`config.mk`:
```
export PLATFORM = sky130hd
export DESIGN_NAME = hwpe_stream_deserialize
export DESIGN_NICKNAME = d
export VERILOG_FILES = /design/src/rtl/hwpe_stream_package.sv /design/src/rtl/hwpe_stream_deserialize_slot.sv /design/src/rtl/hwpe_stream_deserialize.sv
export SDC_FILE = /design/constraint.sdc
export NUM_CORES = 1
export LEC_CHECK = 0
export ABC_AREA = 1
export CORE_MARGIN = 8
export CORE_UTILIZATION = 45
export DETAILED_ROUTE_END_ITERATION = 6
export DONT_BUFFER_PORTS = 1
export PLACE_DENSITY = 0.63
export SYNTH_ARGS = -nofsm -noshare
export SYNTH_HDL_FRONTEND = slang
export SYNTH_HIERARCHICAL = 1
export SYNTH_SLANG_ARGS = --single-unit
```
`constraint.sdc`:
```
create_clock -name clk_i -period 1.4 [get_ports clk_i]
set_input_delay 0.07 -clock clk_i [delete_from_list [all_inputs] [get_ports clk_i]]
set_output_delay 0.07 -clock clk_i [all_outputs]
set_load 0.03 [all_outputs]
```
`src/rtl/hwpe_stream_package.sv`:
```
// Shared HWPE-Stream control types for the serializer/deserializer pair.
package hwpe_stream_package;

  localparam int unsigned SERDES_FIELD_W = 10;

  typedef struct packed {
    logic [SERDES_FIELD_W-1:0] first_stream;
    logic                      clear_serdes_state;
    logic [SERDES_FIELD_W-1:0] nb_contig_m1;
  } ctrl_serdes_t;

endpackage

```
`src/rtl/hwpe_stream_deserialize_slot.sv`:
```
// One-entry output buffer: holds a packet until the consumer takes it.
module hwpe_stream_deserialize_slot #(
  parameter int unsigned DATA_WIDTH = 32,
  parameter int unsigned STRB_WIDTH = DATA_WIDTH/8
) (
  input  logic                  clk_i,
  input  logic                  clr,
  input  logic                  load,
  input  logic [DATA_WIDTH-1:0] load_data,
  input  logic [STRB_WIDTH-1:0] load_strb,
  input  logic                  pop_ready,
  output logic [DATA_WIDTH-1:0] pop_data,
  output logic [STRB_WIDTH-1:0] pop_strb,
  output logic                  pop_valid,
  output logic                  free
);

  logic                  full_q;
  logic [DATA_WIDTH-1:0] data_q;
  logic [STRB_WIDTH-1:0] strb_q;

  // Load wins over pop so a same-cycle pop+load keeps the slot full with new data;
  // a full unpopped slot is never overwritten because the top only loads when free.
  always_ff @(posedge clk_i) begin
    if (clr) begin
      full_q <= 1'b0;
      data_q <= '0;
      strb_q <= '0;
    end else if (load) begin
      full_q <= 1'b1;
      data_q <= load_data;
      strb_q <= load_strb;
    end else if (pop_ready) begin
      full_q <= 1'b0;
    end
  end

  assign free      = ~full_q | pop_ready;
  assign pop_valid = full_q;
  assign pop_data  = data_q;
  assign pop_strb  = strb_q;

endmodule

```
`src/rtl/hwpe_stream_deserialize.sv`:
```
// Round-robin deserializer: spreads one input stream over NB_OUT_STREAMS outputs,
// nb_contig_m1+1 contiguous packets per output before moving to the next.
module hwpe_stream_deserialize
  import hwpe_stream_package::*;
#(
  parameter int unsigned NB_OUT_STREAMS = 2,
  parameter int unsigned CONTIG_LIMIT   = 1024,
  parameter int unsigned DATA_WIDTH     = 32,
  parameter int unsigned STRB_WIDTH     = DATA_WIDTH/8
) (
  input  logic                                     clk_i,
  input  logic                                     rst_i,
  input  logic                                     clear_i,
  input  ctrl_serdes_t                             ctrl_i,
  input  logic [DATA_WIDTH-1:0]                    push_data,
  input  logic [STRB_WIDTH-1:0]                    push_strb,
  input  logic                                     push_valid,
  output logic                                     push_ready,
  output logic [NB_OUT_STREAMS-1:0][DATA_WIDTH-1:0] pop_data,
  output logic [NB_OUT_STREAMS-1:0][STRB_WIDTH-1:0] pop_strb,
  output logic [NB_OUT_STREAMS-1:0]                 pop_valid,
  input  logic [NB_OUT_STREAMS-1:0]                 pop_ready
);

  localparam int unsigned CONTIG_W = $clog2(CONTIG_LIMIT);
  localparam int unsigned STREAM_W = $clog2(NB_OUT_STREAMS);

  logic                      clr;
  logic                      accept;
  logic [NB_OUT_STREAMS-1:0] free;
  logic [NB_OUT_STREAMS-1:0] load;
  logic [STREAM_W-1:0]       stream_cnt_q;
  logic [CONTIG_W-1:0]       contig_cnt_q;
  logic [CONTIG_W-1:0]       nb_m1;
  logic                      first_ok;

  assign clr      = rst_i | clear_i;
  assign nb_m1    = CONTIG_W'(ctrl_i.nb_contig_m1);
  assign first_ok = ctrl_i.first_stream < SERDES_FIELD_W'(NB_OUT_STREAMS);

  // Ready only reflects the targeted slot; it never looks at push_valid.
  assign push_ready = free[stream_cnt_q] & ~ctrl_i.clear_serdes_state & ~clr;
  assign accept     = push_valid & push_ready;

  // Group/stream counters; a state clear overrides any accept in the same cycle.
  // Using '<' means a shrunken nb_contig_m1 below the current count closes the group.
  always_ff @(posedge clk_i) begin
    if (clr) begin
      stream_cnt_q <= '0;
      contig_cnt_q <= '0;
    end else if (ctrl_i.clear_serdes_state) begin
      stream_cnt_q <= first_ok ? STREAM_W'(ctrl_i.first_stream) : '0;
      contig_cnt_q <= '0;
    end else if (accept) begin
      if (contig_cnt_q < nb_m1) begin
        contig_cnt_q <= contig_cnt_q + CONTIG_W'(1);
      end else begin
        contig_cnt_q <= '0;
        stream_cnt_q <= (stream_cnt_q == STREAM_W'(NB_OUT_STREAMS-1)) ? '0
                      : stream_cnt_q + STREAM_W'(1);
      end
    end
  end

  for (genvar i = 0; i < NB_OUT_STREAMS; i++) begin : g_slot
    assign load[i] = accept & (stream_cnt_q == STREAM_W'(i));

    hwpe_stream_deserialize_slot #(
      .DATA_WIDTH (DATA_WIDTH),
      .STRB_WIDTH (STRB_WIDTH)
    ) i_slot (
      .clk_i     (clk_i),
      .clr       (clr),
      .load      (load[i]),
      .load_data (push_data),
      .load_strb (push_strb),
      .pop_ready (pop_ready[i]),
      .pop_data  (pop_data[i]),
      .pop_strb  (pop_strb[i]),
      .pop_valid (pop_valid[i]),
      .free      (free[i])
    );
  end

endmodule

```
==> metrics.yaml, run 1 <==
synth_nets: 534
worst_slack_ns: -0.0376
power_uw: 4820
rsz0062_at_grt: "yes"
fillers: 710
reg2reg_from: "contig_cnt_q[9]$_SDFFE_PP0P_"
slew_headroom_pct: 74.2
worstPathMaxFanout: 8
worst_pin_slew_ns: 0.387
cts_buffers: 9
holdPathEnd: "stream_cnt_q$_SDFFE_PP0P_"
clock_sink_count: 85
die_h_um: 108
holdWs_ns: 0.0451
final_common_cell: "nor2_1"
endpoint_kind: "flip-flop"
ys_ff_latch: 85
min_period_ns: 1.44
dpl.cell_count: 566
cts.clk_slew.worst_paths_ns: 0.09
power_density_nw_per_um2: 970
worst-path-buf-inv: 0
cp_top_family: "simple AND/OR/NAND/NOR gates"
drt_wl_total_um: 10300
yosysSeqAreaShare_pct: 44.8
grt_pass1_wl_um: 16100
whs_path_depth: 4
yosys_warnings: 6
drive_above_1_share_pct: 35.6
cts_root_buf: "clkbuf_8"
grt_pass1_vias: 3237
r2r_slack_ns: -0.04
grt_usage_pct: 17.1
outcome: "complete, but fails checks"
holdCritStartpoint: "ctrl_i[10]"
syn_area_per_cell_um2: 8.24
dp_hpwl_um: 6690
worstSkewPairLatency_ns: 0.34
wl_per_cell_um: 16.3
via_per_inst: 5.03
cpMaxStageDelayCell: "dfxtp_2"
crit_chain: "ha_4, a21o_1, nor2_4, nand3_4, nand2_4, nand2_8, nor3_4"
overflow: 0
arrival_ns: 1.71
peakVddDrop_mv: 0.518
timing.rr.end: "contig_cnt_q[6]$_SDFFE_PP0P_"
gp_congestion: 0.805
clockBufferDepth: 2
cp-start-kind: "flip-flop"
layout.cells.non_filler: 630
cts.htree.levels: 3
final_antenna_net_count: 0
slowest_delay_ns: 0.34
tns_ns: -0.149
p_leak_uw: 0.00204
hold_path.class: "input pin to flip-flop"
failed_checks: "negative setup slack"
num-nets-final: 593
drc: 0
die_w_um: 108
core_area_um2: 8220
via_count: 3171
synth.cell_area_um2: 3800
synth_cell_types: 29
start_util_pct: 46.2
preCtsSetupSlack_ns: -0.108
drt_pre_antenna_iters: 4
port_buffers: 0
slew_viol_final: 0
first_iter_violations: 119
layout_common_cells: "nor2_1 (95), dfxtp_1 (76), nor2_2 (68)"
period_share_pct: 103
design.die.area_um2: 11600
diodes: 0
rows: 33
worstSetupPathType: "flip-flop to flip-flop"
antenna_found_initial: 0
rr_worst_depth: 7
hold_viol_final: 0
setup_viol: 17
maxCapViolations: 0
netlist_instances: 461
syn_to_final_growth_pct: 30.7
skew_ns: 0.00823
cts_tree: "done"
grt_max_degree: 38
pin_count: 138
cp.required_ns: 1.67
fmax_mhz: 696
worst max path at each step:
| stage | from | end | slack, ns | cells past startpoint |
|---|---|---|---|---|
| after floorplan | g_slot[0].i_slot/pop_valid$_SDFFE_PP0P_ | g_slot[0].i_slot/pop_data[0]$_SDFFE_PP0P_ | -0.06 | 11 |
| after CTS | stream_cnt_q$_SDFFE_PP0P_ | contig_cnt_q[8]$_SDFFE_PP0P_ | -0.001 | 9 |
| final | contig_cnt_q[9]$_SDFFE_PP0P_ | contig_cnt_q[6]$_SDFFE_PP0P_ | -0.04 | 7 |
| after detailed placement | contig_cnt_q[9]$_SDFFE_PP0P_ | contig_cnt_q[6]$_SDFFE_PP0P_ | -0.11 | 7 |
| after global routing | stream_cnt_q$_SDFFE_PP0P_ | g_slot[1].i_slot/pop_data[31]$_SDFFE_PP0P_ | -0.1 | 9 |
| after global placement | contig_cnt_q[9]$_SDFFE_PP0P_ | contig_cnt_q[6]$_SDFFE_PP0P_ | -0.04 | 7 |
cell families after synthesis:
group                      after synthesis  share of synthesized area, %
and+or+nand+nor                        226                          29.0
AOI/OAI and AO/OA                       86                          11.8
DFF                                     85                          44.8
buffers and inverters                   50                          10.1
adders and majority gates               10                          3.29
xor gates and xnor gates                 4                         0.923
through the flow:
step	area, um^2	utilization, %
after detailed placement	3920	47.8
after floorplan	3840	-
after global routing	4960	60.4
after global placement	3920	47.8
after CTS	4720	57.5
final	4960	60.4
sequential cells by signal (all words and copies together) (netlist names):
signal	cells
g_slot.i_slot/pop_valid	2
stream_cnt_q	1
contig_cnt_q	10
g_slot.i_slot/pop_data	64
g_slot.i_slot/pop_strb	8
power breakdown:
part | internal (uW) | switching (uW) | total, uW
clock network | 1070 | 912 | 1980
logic | 166 | 201 | 366
registers | 2430 | 45.4 | 2470
total | 3660 | 1160 | 4820
timing repair:
item / 4_1_cts / 5_1_grt
gates cloned: 1 / 1
pin swaps: 7 / 34
hold endpoints to repair: 84 / 0
resized for setup: 19 / 68
hold buffers: 39 / 0
endpoints found under the setup margin: 51 / 82
setup buffers: 3 / 5
metal layers:
layer / part of all wire, % / up-vias / global-route usage, % / routed length, um
met4: 1.2 / 0 / 5.25 / 119
li1: - / 1578 / - / -
met1: 41 / 1490 / 19.2 / 4220
met3: 8.6 / 7 / 7.01 / 881
met5: 0 / - / 0 / 0
met2: 49 / 96 / 29.0 / 5080
area by class of cell:
class,count,area (um^2),share of cell area [%]
multi-input combinational,326,2000,40.3
inverter,29,141,2.85
timing repair buffer,69,737,14.8
tap,105,131,2.65
clock inverter,6,92.6,1.87
clock buffer,10,138,2.77
sequential,85,1720,34.7
Yosys cell counts (all sizes together):
| library cell | count | area (um^2) |
|---|---|---|
| nand3 | 6 | 47.6 |
| xor2 | 2 | 17.5 |
| a21o | 2 | 15.0 |
| nand2 | 39 | 164 |
| dfxtp | 85 | 1700 |
| o21ai | 73 | 365 |
| ha | 10 | 125 |
| nor4 | 1 | 6.26 |
| nand4 | 3 | 18.8 |
| a21oi | 10 | 61.3 |
| nor2 | 173 | 836 |
| xnor2 | 2 | 17.5 |
| inv | 29 | 134 |
| nor3 | 4 | 30.0 |
| buf | 21 | 252 |
| a31oi | 1 | 6.26 |
worst min-delay path: stages:
cell	delay [ns]
inv_1	0.06
nand2_2	0.09
a21oi_2	0.05
nor2_1	0.08
(Power assumes the default switching activity.)
==> run 2, diff against run 1 <==
--- a/config.mk
+++ b/config.mk
@@ -7,10 +7,10 @@
 export LEC_CHECK = 0
 export ABC_AREA = 1
 export CORE_MARGIN = 8
-export CORE_UTILIZATION = 45
+export CORE_UTILIZATION = 35
 export DETAILED_ROUTE_END_ITERATION = 6
 export DONT_BUFFER_PORTS = 1
-export PLACE_DENSITY = 0.63
+export PLACE_DENSITY = 0.52
 export SYNTH_ARGS = -nofsm -noshare
 export SYNTH_HDL_FRONTEND = slang
 export SYNTH_HIERARCHICAL = 1
==> constraint.sdc (replaced) <==
create_clock -name clk_i -period 1.4 [get_ports clk_i]
set_input_delay 0.21 -clock clk_i [delete_from_list [all_inputs] [get_ports clk_i]]
set_output_delay 0.21 -clock clk_i [all_outputs]
set_load 0.03 [all_outputs]
==> run 2 against run 1 <==
Effect of this change: the flow now finishes without violations; sequential share of layout area rose by 0.26 points; wire length rose by 4.1%; die area increased by 24%; first-iteration DRC count increased by 54%; non-clock buffer count rose by 2; combinational power barely moved; sequential power about the same.
==> metrics.yaml, run 2 (synthesized netlist as in run 1, its figures left out) <==
via_count: 3159  # -0.38%
min_period_ns: 1.37  # -0.0647 ns
switchingPower_uw: 1160  # +0.17%
final_antenna_net_count: 0  # unchanged
grt_usage_pct: 14.5  # -2.7 points
wl_per_cell_um: 16.1  # -1.7%
maxCapViolations: 0  # unchanged
num-nets-final: 595  # +0.34%
pin_count: 138  # unchanged
worst_slack_ns: 0.0272  # +0.0647 ns
cts.clk_slew.worst_paths_ns: 0.08  # about the same
via_per_inst: 4.74  # -5.9%
port_buffers: 0  # unchanged
worstSetupPathType: "flip-flop to flip-flop"
cp.required_ns: 1.64  # -0.03 ns
drc: 0  # unchanged
rsz0062_at_grt: "yes"
syn_to_final_growth_pct: 29.7
tns_ns: 0  # +0.149 ns
largest_register_ffs: 64  # unchanged
cts_buffers: 9  # unchanged
drt_pre_antenna_iters: 4  # unchanged
worstSkewPairLatency_ns: 0.35  # about the same
placed_area_um2: 3960  # +0.86%
fillers: 1075  # +51%
cts_root_buf: "clkbuf_8"
cts.htree.levels: 3  # unchanged
die_w_um: 120  # +11%
switching_share_pct: 25.3  # +1.3 points
overflow: 0  # unchanged
start_util_pct: 35.5  # -11 points
peakVddDrop_mv: 0.434  # -16%
grt_max_degree: 38  # unchanged
p_clk_share_pct: 38.0  # -3.1 points
design.die.area_um2: 14400  # +24%
antenna_found_initial: 0  # unchanged
layout.cells.non_filler: 667  # +5.9%
arrival_ns: 1.62  # -0.09 ns
clockBufferDepth: 2  # unchanged
preCtsSetupSlack_ns: -0.0882  # +0.0198 ns
endpoint_kind: "flip-flop"
internal_power_uw: 3420  # -6.5%
grt_pass1_wl_um: 16500  # +2.7%
stdcell_area_um2: 4920  # -0.81%
rows: 38  # +15%
worstPathMaxFanout: 37  # +29
outcome: "complete, no violations"
clock_sink_count: 85  # unchanged
cts_tree: "done"
skew_ns: 0.00866  # +0.000425 ns
slew_viol_final: 0  # unchanged
p_leak_uw: 0.00205  # +0.17%
dp_hpwl_um: 7070  # +5.7%
slew_headroom_pct: 74.2  # about the same
fmax_mhz: 728  # +4.7%
drt_wl_total_um: 10700  # +4.1%
final_common_cell: "nor2_1"
power_frac_seq_pct: 54.0  # +2.7 points
power_uw: 4580  # -4.9%
first_iter_violations: 183  # +54%
hold_viol_final: 0  # unchanged
worst_pin_slew_ns: 0.387  # -0.000305 ns
die_h_um: 120  # +11%
period_share_pct: 98.1  # -4.6 points
power_density_nw_per_um2: 930  # -4.2%
core_area_um2: 10700  # +30%
grt_pass1_vias: 3135  # -3.2%
r2r_slack_ns: 0.03  # +0.06 ns
setup_viol: 0  # -17
diodes: 0  # unchanged
cp-start-kind: "flip-flop"
hold_path.class: "input pin to flip-flop"
layout_common_cells: "nor2_1 (91), dfxtp_1 (75), nor2_2 (70)"
dpl.cell_count: 603  # +6.5%
multiInputGateArea_um2: 2010  # +0.25%
gp_congestion: 0.733  # -8.9%
combPwrFrac_pct: 8.0  # +0.4 points
final-seq-area_um2: 1720  # about the same
drive_above_1_share_pct: 36.8  # +1.2 points
[run 2: routing by layer]
layer | wire [um] | GRT usage (%) | share of wire, %
met5 | 0 | 0 | 0
met4 | 108 | 4.22 | 1.0
met3 | 1070 | 6.39 | 10
met2 | 5040 | 23.3 | 47
met1 | 4500 | 17.1 | 42
[run 2: area by class of cell]
cell class	instances	area share (%)
tap	140	3.56
clock inverter	7	1.50
sequential	85	35.0
inverter	29	2.85
clock buffer	9	2.52
multi-input combinational	326	40.7
timing repair buffer	71	13.9
[run 2: what timing repair did]
item	4_1_cts	5_1_grt
gates resized for setup	25	59
pin swaps	10	25
hold endpoints to repair	71	0
setup endpoints to repair	43	78
gates cloned	1	0
hold buffers	36	0
buffers inserted	9	4
[run 2: path summary, 6_finish.rpt]
kind | from | end | cells past startpoint
setup / recovery | g_slot[1].i_slot/pop_valid$_SDFFE_PP0P_ | g_slot[0].i_slot/pop_data[5]$_SDFFE_PP0P_ | 9
hold / removal | push_strb[3] | g_slot[1].i_slot/pop_strb[3]$_SDFFE_PP0P_ | 2
setup reg to reg | g_slot[1].i_slot/pop_valid$_SDFFE_PP0P_ | g_slot[0].i_slot/pop_data[5]$_SDFFE_PP0P_ | 9
hold reg to reg | contig_cnt_q[0]$_SDFFE_PP0P_ | contig_cnt_q[0]$_SDFFE_PP0P_ | 2
[run 2: power by group through the flow]
stage | Clock, uW | Sequential, uW | Combinational, uW
finish | 1740 | 2470 | 365
global route | 1950 | 2480 | 396
CTS | 1830 | 2480 | 334
detailed placement | 0 | 2530 | 192
global placement | 0 | 2530 | 190
floorplan | 0 | 2530 | 155
[run 2: critical path: stages, from the launching register on]
cell and delay [ns]:
dfxtp_4 0.36, nand2_4 0.06, nand2_2 0.06, nand2_2 0.08
nand3_4 0.12, nor2_4 0.16, buf_12 0.17, inv_16 0.10
nor2_2 0.10, nor2_1 0.05
[run 2: stage by stage]
stage,utilization (%),hold slack (ns)
floorplan,-,0.337
global placement,37.0,0.340
detailed placement,37.0,0.345
CTS,43.9,0.00420
global route,46.0,0.00183
finish,46.0,0.0243
==> run 3, diff against run 2 <==
--- a/config.mk
+++ b/config.mk
@@ -6,11 +6,11 @@
 export NUM_CORES = 1
 export LEC_CHECK = 0
 export ABC_AREA = 1
-export CORE_MARGIN = 8
-export CORE_UTILIZATION = 35
+export CORE_MARGIN = 4
+export CORE_UTILIZATION = 30
 export DETAILED_ROUTE_END_ITERATION = 6
 export DONT_BUFFER_PORTS = 1
-export PLACE_DENSITY = 0.52
+export PLACE_DENSITY = 0.46
 export SYNTH_ARGS = -nofsm -noshare
 export SYNTH_HDL_FRONTEND = slang
 export SYNTH_HIERARCHICAL = 1
==> run 3 against run 2 <==
Effect of this change: clock-buffer cell count grew 4; clock skew down 0.0036 ns; first-iteration DRC count rose by 3.8%; the flow now finishes with violations (negative setup slack); utilization is 2.7 points lower; global-route usage is 0.50 points lower; maximum frequency fell by 4.2%.
==> metrics.yaml, run 3 (synthesized netlist as in run 1, its figures left out) <==
outcome: "complete, but fails checks"
failed_checks: "negative setup slack"
worst_pin_slew_ns: 0.405  # +0.0179 ns
worst-path-buf-inv: 0  # -2
slew_headroom_pct: 73.0  # -1.2 points
slew_viol_final: 0  # unchanged
fmax_mhz: 698  # -4.2%
hold_path.class: "input pin to flip-flop"
grt_pass1_vias: 3058  # -2.5%
num-nets-final: 600  # +0.84%
power_density_nw_per_um2: 1020  # +10%
dpl.cell_count: 633  # +5.0%
start_util_pct: 31.1  # -4.4 points
route.met2.wl_um: 5340  # +5.9%
final_antenna_net_count: 0  # unchanged
hold_viol_final: 0  # unchanged
min_period_ns: 1.43  # +0.0597 ns
arrival_ns: 1.69  # +0.07 ns
fillers: 1250  # +16%
drt_pre_antenna_iters: 4  # unchanged
drt_wl_total_um: 11300  # +5.4%
setup_viol: 2  # +2
pin_count: 138  # unchanged
syn_to_final_growth_pct: 39.2
worstSkewPairLatency_ns: 0.33  # -0.02 ns
crit_chain: "ha_4, a21o_1, nor2_2, nand3_2, nand2_2, nand2_4, nor3_2"
rr_worst_depth: 7  # -2
cp-start-kind: "flip-flop"
clock_sink_count: 85  # unchanged
p_leak_uw: 0.00217  # +6.0%
worstSetupPathType: "flip-flop to flip-flop"
grt_pass1_wl_um: 16200  # -1.8%
core_area_um2: 12200  # +14%
cts.htree.levels: 3  # unchanged
layout_common_cells: "nor2_1 (92), dfxtp_1 (74), nor2_2 (66)"
design.die.area_um2: 14500  # +0.58%
rows: 40  # +5.3%
diodes: 0  # unchanged
first_iter_violations: 190  # +3.8%
gp_congestion: 0.814  # +11%
largest_register_ffs: 64  # unchanged
stdcell_area_um2: 5290  # +7.4%
endpoint_kind: "flip-flop"
cpMaxStageDelayCell: "dfxtp_2"
wl_per_cell_um: 16.1  # +0.42%
cp.required_ns: 1.66  # +0.02 ns
clockBufferDepth: 2  # unchanged
cp_top_family: "simple AND/OR/NAND/NOR gates"
dp_hpwl_um: 6950  # -1.6%
layout.cells.non_filler: 700  # +4.9%
via_per_inst: 4.61  # -2.6%
period_share_pct: 102  # +4.3 points
whs_path_depth: 2  # unchanged
cts_buffers: 9  # unchanged
maxCapViolations: 0  # unchanged
worst_slack_ns: -0.0326  # -0.0597 ns
cts_root_buf: "clkbuf_16"
die_h_um: 121  # +0.29%
dr_wl_met3_um: 782  # -27%
worstPathMaxFanout: 8  # -78%
overflow: 0  # unchanged
rsz0062_at_grt: "yes"
antenna_found_initial: 0  # unchanged
drc: 0  # unchanged
skew_ns: 0.00503  # -0.00363 ns
worst-path-stages: 7  # -2
grt_max_degree: 38  # unchanged
met1_length_um: 5030  # +12%
peakVddDrop_mv: 0.479  # +10%
drive_above_1_share_pct: 38.9  # +2.1 points
cts.clk_slew.worst_paths_ns: 0.06  # -0.02 ns
holdWs_ns: 0.0134  # -0.0109 ns
final_common_cell: "nor2_1"
die_w_um: 121  # +0.29%
via_count: 3229  # +2.2%
port_buffers: 0  # unchanged
placed_area_um2: 4050  # +2.2%
dr.max_layer_used: "met4"
cts_tree: "done"
slowest_delay_ns: 0.35  # about the same
grt_usage_pct: 14.0  # -0.50 points
==> run 3: stage by stage <==
| stage | utilization (%) | setup WS, ns | setup TNS, ns | power (uW) |
|---|---|---|---|---|
| after floorplan | - | -0.0639 | -3.62 | 2680 |
| after global placement | 33.1 | -0.0769 | -0.441 | 2730 |
| after detailed placement | 33.1 | -0.107 | -0.789 | 2740 |
| after CTS | 39.0 | -0.0156 | -0.0156 | 5430 |
| after global routing | 43.3 | -0.124 | -3.16 | 5620 |
| final | 43.3 | -0.0326 | -0.0388 | 5410 |
==> run 3: power breakdown <==
group	internal, uW	switching (uW)
sequential	2430	45.8
clock	1620	931
combinational	174	211
==> run 3: layout make-up <==
| cell class | instances | area (um^2) | share of cell area, % |
|---|---|---|---|
| Clock buffer | 13 | 250 | 4.73 |
| Inverter | 29 | 153 | 2.89 |
| Multi-Input combinational cell | 326 | 2050 | 38.8 |
| Sequential cell | 85 | 1730 | 32.7 |
| Timing Repair inverter | 3 | 51.3 | 0.970 |
| Clock inverter | 3 | 68.8 | 1.30 |
| Tap cell | 168 | 210 | 3.98 |
| Timing Repair Buffer | 73 | 773 | 14.6 |
==> run 3: final timing paths <==
kind	from	to	slack, ns
min reg2reg	contig_cnt_q[0]$_SDFFE_PP0P_	contig_cnt_q[0]$_SDFFE_PP0P_	0.50
min	push_data[31]	g_slot[0].i_slot/pop_data[31]$_SDFFE_PP0P_	0.01
max	contig_cnt_q[9]$_SDFFE_PP0P_	contig_cnt_q[6]$_SDFFE_PP0P_	-0.03
max reg2reg	contig_cnt_q[9]$_SDFFE_PP0P_	contig_cnt_q[6]$_SDFFE_PP0P_	-0.03
==> run 3: per-layer routing <==
layer  vias up  GRT usage (%)
met3         9           4.68
li1       1604              -
met5         -              0
met2       112           22.4
met1      1504           17.5
met4         0           5.03
==> run 3: what timing repair did <==
action,4_1_cts,5_1_grt
cloned,0,5
hold endpoints to repair,50,1
hold buffers,32,1
setup buffers,4,9
setup endpoints to repair,28,84
resized for setup,12,112
pin swaps,5,38
